==> src/rtl/isr_pkg.sv <==
// Widths and state encoding shared by the integer square-root block and its
// companion squarer, so both sides of the round trip agree on operand sizes.
package isr_pkg;

    localparam int ISR_VALUE_W = 64;
    localparam int ISR_ROOT_W  = 32;

    typedef enum logic [1:0] {
        IDLE = 2'd0,
        BUSY = 2'd1,
        DONE = 2'd2
    } sq_state_t;

    // Number of shift-add iterations needed to consume the whole root.
    function automatic int sq_iter(input int bits_per_cycle);
        return ISR_ROOT_W / bits_per_cycle;
    endfunction

endpackage

==> src/rtl/square_seq_step.sv <==
// One shift-add iteration of the squarer: adds mcand times the low multiplier
// field into acc, then advances both operands by BITS_PER_CYCLE bits.
module sq_step
    import isr_pkg::*;
#(
    parameter int BITS_PER_CYCLE = 2
) (
    input  logic [ISR_VALUE_W-1:0] acc,
    input  logic [ISR_VALUE_W-1:0] mcand,
    input  logic [ISR_ROOT_W-1:0]  mplier,
    output logic [ISR_VALUE_W-1:0] acc_next,
    output logic [ISR_VALUE_W-1:0] mcand_next,
    output logic [ISR_ROOT_W-1:0]  mplier_next
);

    logic [BITS_PER_CYCLE-1:0] field;
    logic [ISR_VALUE_W-1:0]    partial;

    assign field = mplier[BITS_PER_CYCLE-1:0];

    // Product is truncated to 64 bits; acc itself can never exceed (2^32-1)^2.
    assign partial     = mcand * ISR_VALUE_W'(field);
    assign acc_next    = acc + partial;
    assign mcand_next  = mcand << BITS_PER_CYCLE;
    assign mplier_next = mplier >> BITS_PER_CYCLE;

endmodule

==> src/rtl/square_seq.sv <==
// Sequential 32-bit squarer: iterative shift-add multiply of value by itself,
// producing the exact 64-bit square after a data-independent ITER cycles.
module square_seq
    import isr_pkg::*;
#(
    parameter int BITS_PER_CYCLE = 2
) (
    input  logic                   clock,
    input  logic                   reset,
    input  logic                   start,
    input  logic [ISR_ROOT_W-1:0]  value,
    output logic [ISR_VALUE_W-1:0] result,
    output logic                   done,
    output sq_state_t              state
);

    localparam int         ITER = sq_iter(BITS_PER_CYCLE);
    localparam logic [5:0] LAST = 6'(ITER - 1);

    if (!(BITS_PER_CYCLE == 1 || BITS_PER_CYCLE == 2 ||
          BITS_PER_CYCLE == 4 || BITS_PER_CYCLE == 8)) begin : g_bad_bits_per_cycle
        $error("square_seq: BITS_PER_CYCLE must be 1, 2, 4 or 8");
    end

    sq_state_t              state_q, state_d;
    logic [ISR_VALUE_W-1:0] acc_q, acc_d;
    logic [ISR_VALUE_W-1:0] mcand_q, mcand_d;
    logic [ISR_ROOT_W-1:0]  mplier_q, mplier_d;
    logic [5:0]             count_q, count_d;
    logic [ISR_VALUE_W-1:0] result_q, result_d;
    logic                   done_q, done_d;

    logic [ISR_VALUE_W-1:0] step_acc;
    logic [ISR_VALUE_W-1:0] step_mcand;
    logic [ISR_ROOT_W-1:0]  step_mplier;

    sq_step #(
        .BITS_PER_CYCLE(BITS_PER_CYCLE)
    ) u_step (
        .acc         (acc_q),
        .mcand       (mcand_q),
        .mplier      (mplier_q),
        .acc_next    (step_acc),
        .mcand_next  (step_mcand),
        .mplier_next (step_mplier)
    );

    always_ff @(posedge clock or posedge reset) begin
        if (reset) begin
            state_q  <= IDLE;
            acc_q    <= '0;
            mcand_q  <= '0;
            mplier_q <= '0;
            count_q  <= '0;
            result_q <= '0;
            done_q   <= 1'b0;
        end else begin
            state_q  <= state_d;
            acc_q    <= acc_d;
            mcand_q  <= mcand_d;
            mplier_q <= mplier_d;
            count_q  <= count_d;
            result_q <= result_d;
            done_q   <= done_d;
        end
    end

    // Handshake: a start seen at a rising edge in IDLE or DONE is accepted and
    // drops done; start in BUSY is ignored. done rises with result on the
    // ITER-th edge after acceptance and holds, with result, until the next
    // accepted start or reset. result only changes on that completing edge.
    always_comb begin
        state_d  = state_q;
        acc_d    = acc_q;
        mcand_d  = mcand_q;
        mplier_d = mplier_q;
        count_d  = count_q;
        result_d = result_q;
        done_d   = done_q;

        case (state_q)
            IDLE, DONE: begin
                if (start) begin
                    mcand_d  = {{(ISR_VALUE_W-ISR_ROOT_W){1'b0}}, value};
                    mplier_d = value;
                    acc_d    = '0;
                    count_d  = '0;
                    done_d   = 1'b0;
                    state_d  = BUSY;
                end
            end
            BUSY: begin
                acc_d    = step_acc;
                mcand_d  = step_mcand;
                mplier_d = step_mplier;
                count_d  = count_q + 6'd1;
                if (count_q == LAST) begin
                    result_d = step_acc;
                    done_d   = 1'b1;
                    state_d  = DONE;
                end
            end
            default: begin
                state_d = IDLE;
            end
        endcase
    end

    assign result = result_q;
    assign done   = done_q;
    assign state  = state_q;

endmodule

==> config.mk <==
export PLATFORM = sky130hd
export DESIGN_NAME = square_seq
export DESIGN_NICKNAME = d
export VERILOG_FILES = /design/src/rtl/isr_pkg.sv /design/src/rtl/square_seq_step.sv /design/src/rtl/square_seq.sv
export SDC_FILE = /design/constraint.sdc
export NUM_CORES = 1
export LEC_CHECK = 0
export CAP_MARGIN = 5
export CORE_MARGIN = 5
export CORE_UTILIZATION = 60
export CTS_BUF_LIST = sky130_fd_sc_hd__clkbuf_2 sky130_fd_sc_hd__clkbuf_4 sky130_fd_sc_hd__clkbuf_8
export CTS_CLUSTER_DIAMETER = 120
export DETAILED_ROUTE_END_ITERATION = 16
export PLACE_DENSITY = 0.81
export SYNTH_ARGS = -nofsm -noshare
export SYNTH_HDL_FRONTEND = slang
export SYNTH_SLANG_ARGS = --single-unit
==> constraint.sdc <==
create_clock -name clock -period 9.2 [get_ports clock]
set_clock_uncertainty 0.05 [all_clocks]
set_input_delay 1.38 -clock clock [delete_from_list [all_inputs] [get_ports clock]]
set_output_delay 1.38 -clock clock [all_outputs]
set_load 0.01 [all_outputs]
==> Word level (Yosys, flattened, before mapping) <==
Index checks and enable logic that the tools add are counted.
{ "word_totals": {"inputBits": 35, "ff_bits": 233} }
{ "classes": {"addsub": 2, "reduce_logical": 7, "mux": 14, "n_mul": 1, "n_eq_ne": 5} }
{ "op_table": {"columns": ["operator", "count"], "rows": [
  ["case mux 64 bit (2 select lines)", 2],
  ["2-to-1 mux 64 bit", 2],
  ["adder 64 bit", 1],
  ["multiplier 64 x 2 -> 64 bit", 1],
  ["case mux 32 bit (2 select lines)", 1],
  ["2-to-1 mux 32 bit", 1],
  ["case mux 6 bit (2 select lines)", 1],
  ["adder 6 x 1 -> 6 bit (second input constant)", 1],
  ["equality test 6 x 4 -> 1 bit (second input constant)", 1],
  ["2-to-1 mux 6 bit", 1],
  ["AND reduction 2 bit", 3],
  ["2-to-1 mux 2 bit", 2],
  ["inequality test 2 bit (second input constant)", 2],
  ["case mux 2 bit (2 select lines)", 1],
  ["AND reduction 3 bit", 1],
  ["equality test 2 x 1 -> 1 bit (second input constant)", 1],
  ["equality test 2 bit (second input constant)", 1],
  ["logical NOT 2 bit", 1],
  ["2-to-1 mux 1 bit", 2],
  ["case mux 1 bit (2 select lines)", 1],
  ["nonzero test 2 bit", 1],
  ["OR reduction 2 bit", 1]
]} }

==> Longest topological paths before layout <==
Gate-level depths: netlist (run 1).
{ "depth": {"word_depth": 4, "ltp_mapped": 16} }

==> Modules after synthesis <==
Synthesis (run 1) repeated with hierarchy kept, for this count alone.
{ "hier_totals": {"hier_cells": 1660, "hier_area_um2": 15882.7} }
{ "modules_own_cells": {"columns": ["module", "seq_area_each_um2", "instances", "area_each_um2", "cells_each"], "rows": [
  ["square_seq", 5830.6, 1, 8993.6, 638],
  ["sq_step", 0.0, 1, 6889.1, 1022]
]} }

==> Least setup slack after synthesis (run 1) <==
OpenSTA, ideal clock, no wires.
{ "synth_path": {"kind": "reg2reg", "from": "register mplier_q[1]", "to": "register acc_q[56]", "stages_incl_launch_ff": 17, "setup_ns": 0.122, "period_less_slack_ns": 4.014, "path_slack_ns": 5.186, "required_time_ns": 9.028, "arrival_time_ns": 3.842, "cell_sequence": "dfrtp_1 -> clkbuf_1 -> clkbuf_1 -> nand2_1 -> fa_1 -> inv_1 -> ha_1 -> buf_2 -> nand4_4 -> or4_4 -> or3_4 -> nor2_2 -> o21ai_2 -> a21oi_4 -> o2111ai_1 -> a21o_1 -> a32o_1"} }
{ "synth_via": {"elab_chain_len": 3} }
{ "synth_rtl": {"columns": ["item", "line", "rtl"], "rows": [
  ["from (decl)", "square_seq.sv:28", "logic [ISR_ROOT_W-1:0] mplier_q, mplier_d;"],
  ["from (signal assigned)", "square_seq.sv:61", "mplier_q <= mplier_d;"],
  ["multiplier 64 x 2 -> 64 bit", "square_seq_step.sv:22", "assign partial = mcand * ISR_VALUE_W'(field);"],
  ["adder 64 bit", "square_seq_step.sv:23", "assign acc_next = acc + partial;"],
  ["case mux 64 bit (2 select lines)", "square_seq.sv:81", "case (state_q)"],
  ["to (signal assigned)", "square_seq.sv:51", "acc_q <= '0;"],
  ["to (signal assigned)", "square_seq.sv:59", "acc_q <= acc_d;"],
  ["to (decl)", "square_seq.sv:26", "logic [ISR_VALUE_W-1:0] acc_q, acc_d;"]
]} }
No other way between the ends.
A chain may end at the register's enable or synchronous reset.

==> Worst setup path in the final report (run 1) <==
{ "layout_path": {"from": "register mplier_q[1]", "to": "register acc_q[61]"} }
Same word-level chain as after synthesis.

==> flow_metrics.tcl, run 1 <==
set metrics [dict create \
    status "completed" \
    io_buffers 101 \
    track_usage_pct 26.6 \
    cts.htree.levels 2 \
    hold_path_class "reg -> reg" \
    worst_ep_required_time_ns 9.59 \
    reg2reg_setup_slack_ns 4.44 \
    postRouteAntennaNets 0 \
    fin_crit_sh_pct 51.8 \
    firstDrtPassIters 6 \
    maxCapViolCount 0 \
    yosysMostFrequentCell "nand2_1" \
    final_cells 2144 \
    rsz0062_at_grt "no" \
    synth_area_leaders "dfrtp_1, nand2_1, fa_1" \
    dpl.cell_count 2080 \
    synthArstFlopShare_pct 100 \
    p_per_area_nw_per_um2 327 \
    postCtsSetupRepairBufs 0 \
    wl_per_cell_um 17.5 \
    synth_top_area_share_pct 38.5 \
    regToRegEndpoint "acc_q[61]" \
    critPathLaunchType "register" \
    p_leak_nw 8.36 \
    grt_pass1_vias 12700 \
    timing.fmax_mhz 210 \
    overflow 0 \
    place_area_um2 16300 \
    drt_iter0_markers 945 \
    vias_per_cell 5.92 \
    io_pins 102 \
    clock_latency_ns 0.55 \
    cts_made_buffers 41 \
    ys_seq_elements 233 \
    drc 0 \
    worstHoldEndpoint "result[20]" \
    drt-total-wl_um 37600 \
    path_max_fanout 63 \
    via_count 12700 \
    finalHoldViolations 0 \
    rr_worst_depth 14 \
    ir_worst_vdd_mv 0.161 \
    fill_cells 2011 \
    row_count 58 \
    postSynthAreaPerCell_um2 8.72 \
    r2r-start "mplier_q[1]" \
    die_h_um 169 \
    fin_util_pct 68.3 \
    synth_edf_count 0 \
    synthTopCellsByCount "nand2_1, dfrtp_1, inv_1, a21oi_1, o21ai_0" \
    arrival_ns 5.15 \
    clk_path_buf_depth 3 \
    period_minus_slack_ns 4.76 \
    final_area_um2 17100 \
    dpl.hpwl_um 26100 \
    drv_slew 0 \
    worst_slew_pin_slew_ns 1.13 \
    nNetsFinal 1955 \
    clk_pin_slew_ns 0.06 \
    min_from "result[20]" \
    die_x_um 169 \
    root_buffer "clkbuf_8" \
    cts_tree "yes" \
    yosysUniqueCellTypes 66 \
    syn_inst 1739 \
    setup.worst_path.class "reg -> reg" \
    area_growth_pct 12.7 \
    yosysTopAreaCell "dfrtp_1" \
    grt_max_degree 118 \
    cts_sinks 233 \
    worst_setup_path_end_kind "register" \
    yosysWarnings 0 \
    cts_resized 0 \
    core_area_um2 25000 \
    synth_nets 1901 \
    setup_tns_ns 0 \
    hold_depth 2 \
    die-area_um2 28500 \
    yosysSeqAreaShare_pct 38.5 \
    initial_core_util_pct 60.5 \
    cts-hold-fix-buffers 0 \
    grt_pass1_wl_um 62800 \
    antenna_found_initial 0 \
    drive_gt1_share_pct 6.45 \
    syn_area_um2 15200 \
    synth_ff_type "dfrtp_1" \
    n_antenna_cell 0 \
    finalSetupViolCount 0 \
    gp_routability_congestion 0.943 \
    slew_headroom_pct 24.7 \
]
==> state kept, by name (all words and copies together), names as in the netlist <==
| register | count |
|---|---|
| mplier_q | 32 |
| result | 64 |
| state | 2 |
| count_q | 6 |
| acc_q | 64 |
| done | 1 |
| mcand_q | 64 |
==> cells by family after synthesis <==
kind of cell / count (synthesis) / synth area share, %
and+or+nand+nor: 560 / 16.7
AOI/OAI and AO/OA: 459 / 19.5
buffers and inverters: 286 / 7.14
DFF: 233 / 38.5
adders and majority gates: 127 / 13.6
xor gates and xnor gates: 53 / 3.06
muxes: 21 / 1.54
==> routing by layer <==
layer  global-route usage, %  share of wire (%)  vias up
met1                    36.4                 44     6227
met3                    3.78                5.8       83
li1                        -                  -     5982
met2                    44.0                 48      409
met4                    8.75                2.7        0
met5                       0                  0        -
==> worst max path at each step <==
stage,cells after the start,end,from
2_1_floorplan,1,acc_q[0],reset
3_3_place_gp,14,acc_q[61],mplier_q[1]
3_5_place_dp,14,acc_q[61],mplier_q[1]
4_1_cts,14,acc_q[61],mplier_q[1]
5_1_grt,14,acc_q[61],mplier_q[1]
6_report,14,acc_q[61],mplier_q[1]
==> power by group <==
group	switching (W)	total, W	internal [W]
Combinational	0.00179	0.00294	0.00115
Clock	0.000420	0.000927	0.000507
Sequential	0.000300	0.00173	0.00143
Total	0.00251	0.00559	0.00309
==> cell usage in the layout (no fill, tap or decap), types with 51 or more instances in the layout <==
cell type and count:
a22o_1 84, dfrtp_1 231, and2_1 51, ha_1 64, inv_1 183, o21ai_0 111
fa_1 63, clkdlybuf4s50_1 101, a21oi_1 136, nand2_1 344
==> cell type report <==
type | count | area, um2 | share of cell area (%)
Clock buffer | 57 | 728 | 4.26
Clock inverter | 7 | 43.8 | 0.256
Inverter | 184 | 698 | 4.08
Multi-Input combinational cell | 1220 | 8270 | 48.4
Sequential cell | 233 | 5830 | 34.1
Tap cell | 330 | 413 | 2.42
Timing Repair Buffer | 113 | 1100 | 6.44
==> worst max-delay path: stages, from the launching register on <==
cell and delay [ns]:
dfrtp_2 0.35, buf_4 0.55, and2_1 0.26, fa_1 0.45
ha_1 0.25, fa_1 0.42, a21oi_1 0.24, o22ai_1 0.18
o31a_1 0.30, o211ai_1 0.34, o21ai_1 0.21, o21ai_1 0.35
nor3_1 0.12, or3_1 0.32, a32o_1 0.26
==> through the flow <==
stage / total power (W) / hold WS, ns / worst slack [ns]
after floorplan: 0.00376 / 0.399 / 1.38
after global placement: 0.00455 / 0.408 / 4.71
after detailed placement: 0.00465 / 0.413 / 4.48
after CTS: 0.00560 / 0.426 / 4.49
after global routing: 0.00605 / 0.454 / 4.25
final: 0.00559 / 0.424 / 4.44
Note: power is estimated with default switching activity, not from simulation.
==> run 2: changes to the inputs <==
Clock period 9.2 ns to 4.5 ns, I/O delays scaled along.
==> run 2 against run 1 <==
  * Critical path depth decreased by 1
  * Sequential share of layout area decreased by 0.70 points
  * Cell count increased by 0.70%
  * Clock-buffer cell count increased by 1
  * Combinational power increased by 110%
  * Sequential power increased by 100%
  * First-iteration DRC count increased by 9.3%
  * Die area unchanged
  * Flip-flop and latch count unchanged
  * Global-route usage increased by 0.77 points
  * Clock power increased to 2.6 times the previous value
  * Register-to-register slack got worse by 4.2 ns
  * Critical endpoint is now result[42]
  * Highest routed layer unchanged
==> flow_metrics.tcl, run 2 (synthesis gave the netlist of run 1 again) <==
set metrics [dict create \
    area_growth_pct 15.1 \
    drt-met1-wl_um 16400 \
    fin_crit_sh_pct 94.6 \
    final_cells 2159 \
    wl_met3_um 2210 \
    seqPwrFrac_pct 29.5 \
    track_usage_pct 27.4 \
    finalHoldViolations 0 \
    hold_path_class "reg -> reg" \
    firstDrtPassIters 5 \
    p_sw_share_pct 43.6 \
    whs_ns 0.422 \
    worst_ep_required_time_ns 4.87 \
    die_x_um 169 \
    mostFrequentLayoutCells "nand2_1, dfrtp_1, inv_1" \
    arrival_ns 4.63 \
    timing.fmax_mhz 235 \
    die_h_um 169 \
    n_antenna_cell 0 \
    drt_iter0_markers 1033 \
    die-area_um2 28500 \
    overflow 0 \
    rsz0062_at_grt "no" \
    ir_worst_vdd_mv 0.367 \
    cts_resized 0 \
    final_common_cell "nand2_1" \
    cts_made_buffers 41 \
    cts_tree "yes" \
    io_pins 102 \
    antenna_found_initial 0 \
    grt_pass1_vias 13000 \
    wl_met2_um 18600 \
    grt_max_degree 214 \
    total_power_w 0.0120 \
    dpl.cell_count 2086 \
    worst_setup_path_end_kind "register" \
    worst_slew_pin_slew_ns 0.991 \
    drc 0 \
    clock_latency_ns 0.57 \
    critPathLaunchType "register" \
    maxCapViolCount 0 \
    power_frac_clock_pct 19.9 \
    dpl.hpwl_um 26900 \
    initial_core_util_pct 60.5 \
    period_minus_slack_ns 4.26 \
    drive_gt1_share_pct 7.27 \
    clk_pin_slew_ns 0.06 \
    fill_cells 1997 \
    path_max_fanout 57 \
    clk_path_buf_depth 3 \
    cts-hold-fix-buffers 0 \
    switchingPower_w 0.00524 \
    internal_power_w 0.00678 \
    finalSetupViolCount 0 \
    p_per_area_nw_per_um2 689 \
    postCtsSetupRepairBufs 0 \
    io_buffers 101 \
    drt-total-wl_um 38600 \
    pwr-share-comb_pct 50.6 \
    cts.htree.levels 2 \
    vias_per_cell 5.91 \
    place_area_um2 16400 \
    setup.worst_path.class "reg -> reg" \
    status "completed" \
    nNetsFinal 1961 \
    drv_slew 0 \
    postRouteAntennaNets 0 \
    slew_headroom_pct 33.7 \
    p_leak_nw 8.52 \
    root_buffer "clkbuf_8" \
    grt_pass1_wl_um 64600 \
    routed.top_layer "met4" \
    wl_per_cell_um 17.9 \
    via_count 12800 \
    gp_routability_congestion 0.928 \
    setup_tns_ns 0 \
    core_area_um2 25000 \
    cts_sinks 233 \
    final_area_um2 17400 \
    row_count 58 \
]
[run 2: power groups by stage]
stage / sequential [W] / combinational, W / clock, W
after floorplan: 0.00346 / 0.00422 / 0
after detailed placement: 0.00355 / 0.00603 / 0
after global routing: 0.00364 / 0.00677 / 0.00253
final: 0.00354 / 0.00608 / 0.00240
after CTS: 0.00353 / 0.00607 / 0.00242
after global placement: 0.00353 / 0.00588 / 0
[run 2: worst paths after layout]
check,startpoint,endpoint,slack [ns],depth (start not counted)
max,mplier_q[0],result[42],0.24,13
min,result[4],result[4],0.42,2
max reg2reg,mplier_q[0],result[42],0.24,13
min reg2reg,result[4],result[4],0.42,2
max in group asynchronous,reset,acc_q[58],3.23,3
min in group asynchronous,reset,acc_q[42],0.59,3
[run 2: final cells by class]
cell class / instances / area [um2] / share of cell area, %
Clock buffer: 58 / 767 / 4.40
Clock inverter: 15 / 240 / 1.38
Inverter: 184 / 694 / 3.98
Multi-Input combinational cell: 1220 / 8280 / 47.4
Sequential cell: 233 / 5830 / 33.4
Tap cell: 330 / 413 / 2.37
Timing Repair Buffer: 119 / 1220 / 7.00
[run 2: per-stage QoR]
step	utilization, %	worst slack, ns
6_report	69.7	0.242
5_1_grt	69.7	0.0157
4_1_cts	69.7	0.231
3_5_place_dp	65.6	0.239
3_3_place_gp	65.6	0.368
2_1_floorplan	-	0.486
[run 2: worst max-delay path, cell delays in order (launching register included)]
cell	delay (ns)
dfrtp_2	0.41
buf_12	0.18
and2_1	0.21
fa_1	0.45
ha_1	0.38
a21oi_1	0.25
a21boi_0	0.16
o31a_1	0.31
o311a_1	0.33
nor2_1	0.26
o21bai_1	0.25
a221oi_1	0.42
xnor2_1	0.15
mux2_2	0.27
[run 2: routing by layer]
layer	global-route usage (%)	vias to the layer above
met5	0	-
met4	10.3	0
met2	46.0	446
met3	3.67	100
li1	-	5989
met1	36.4	6224
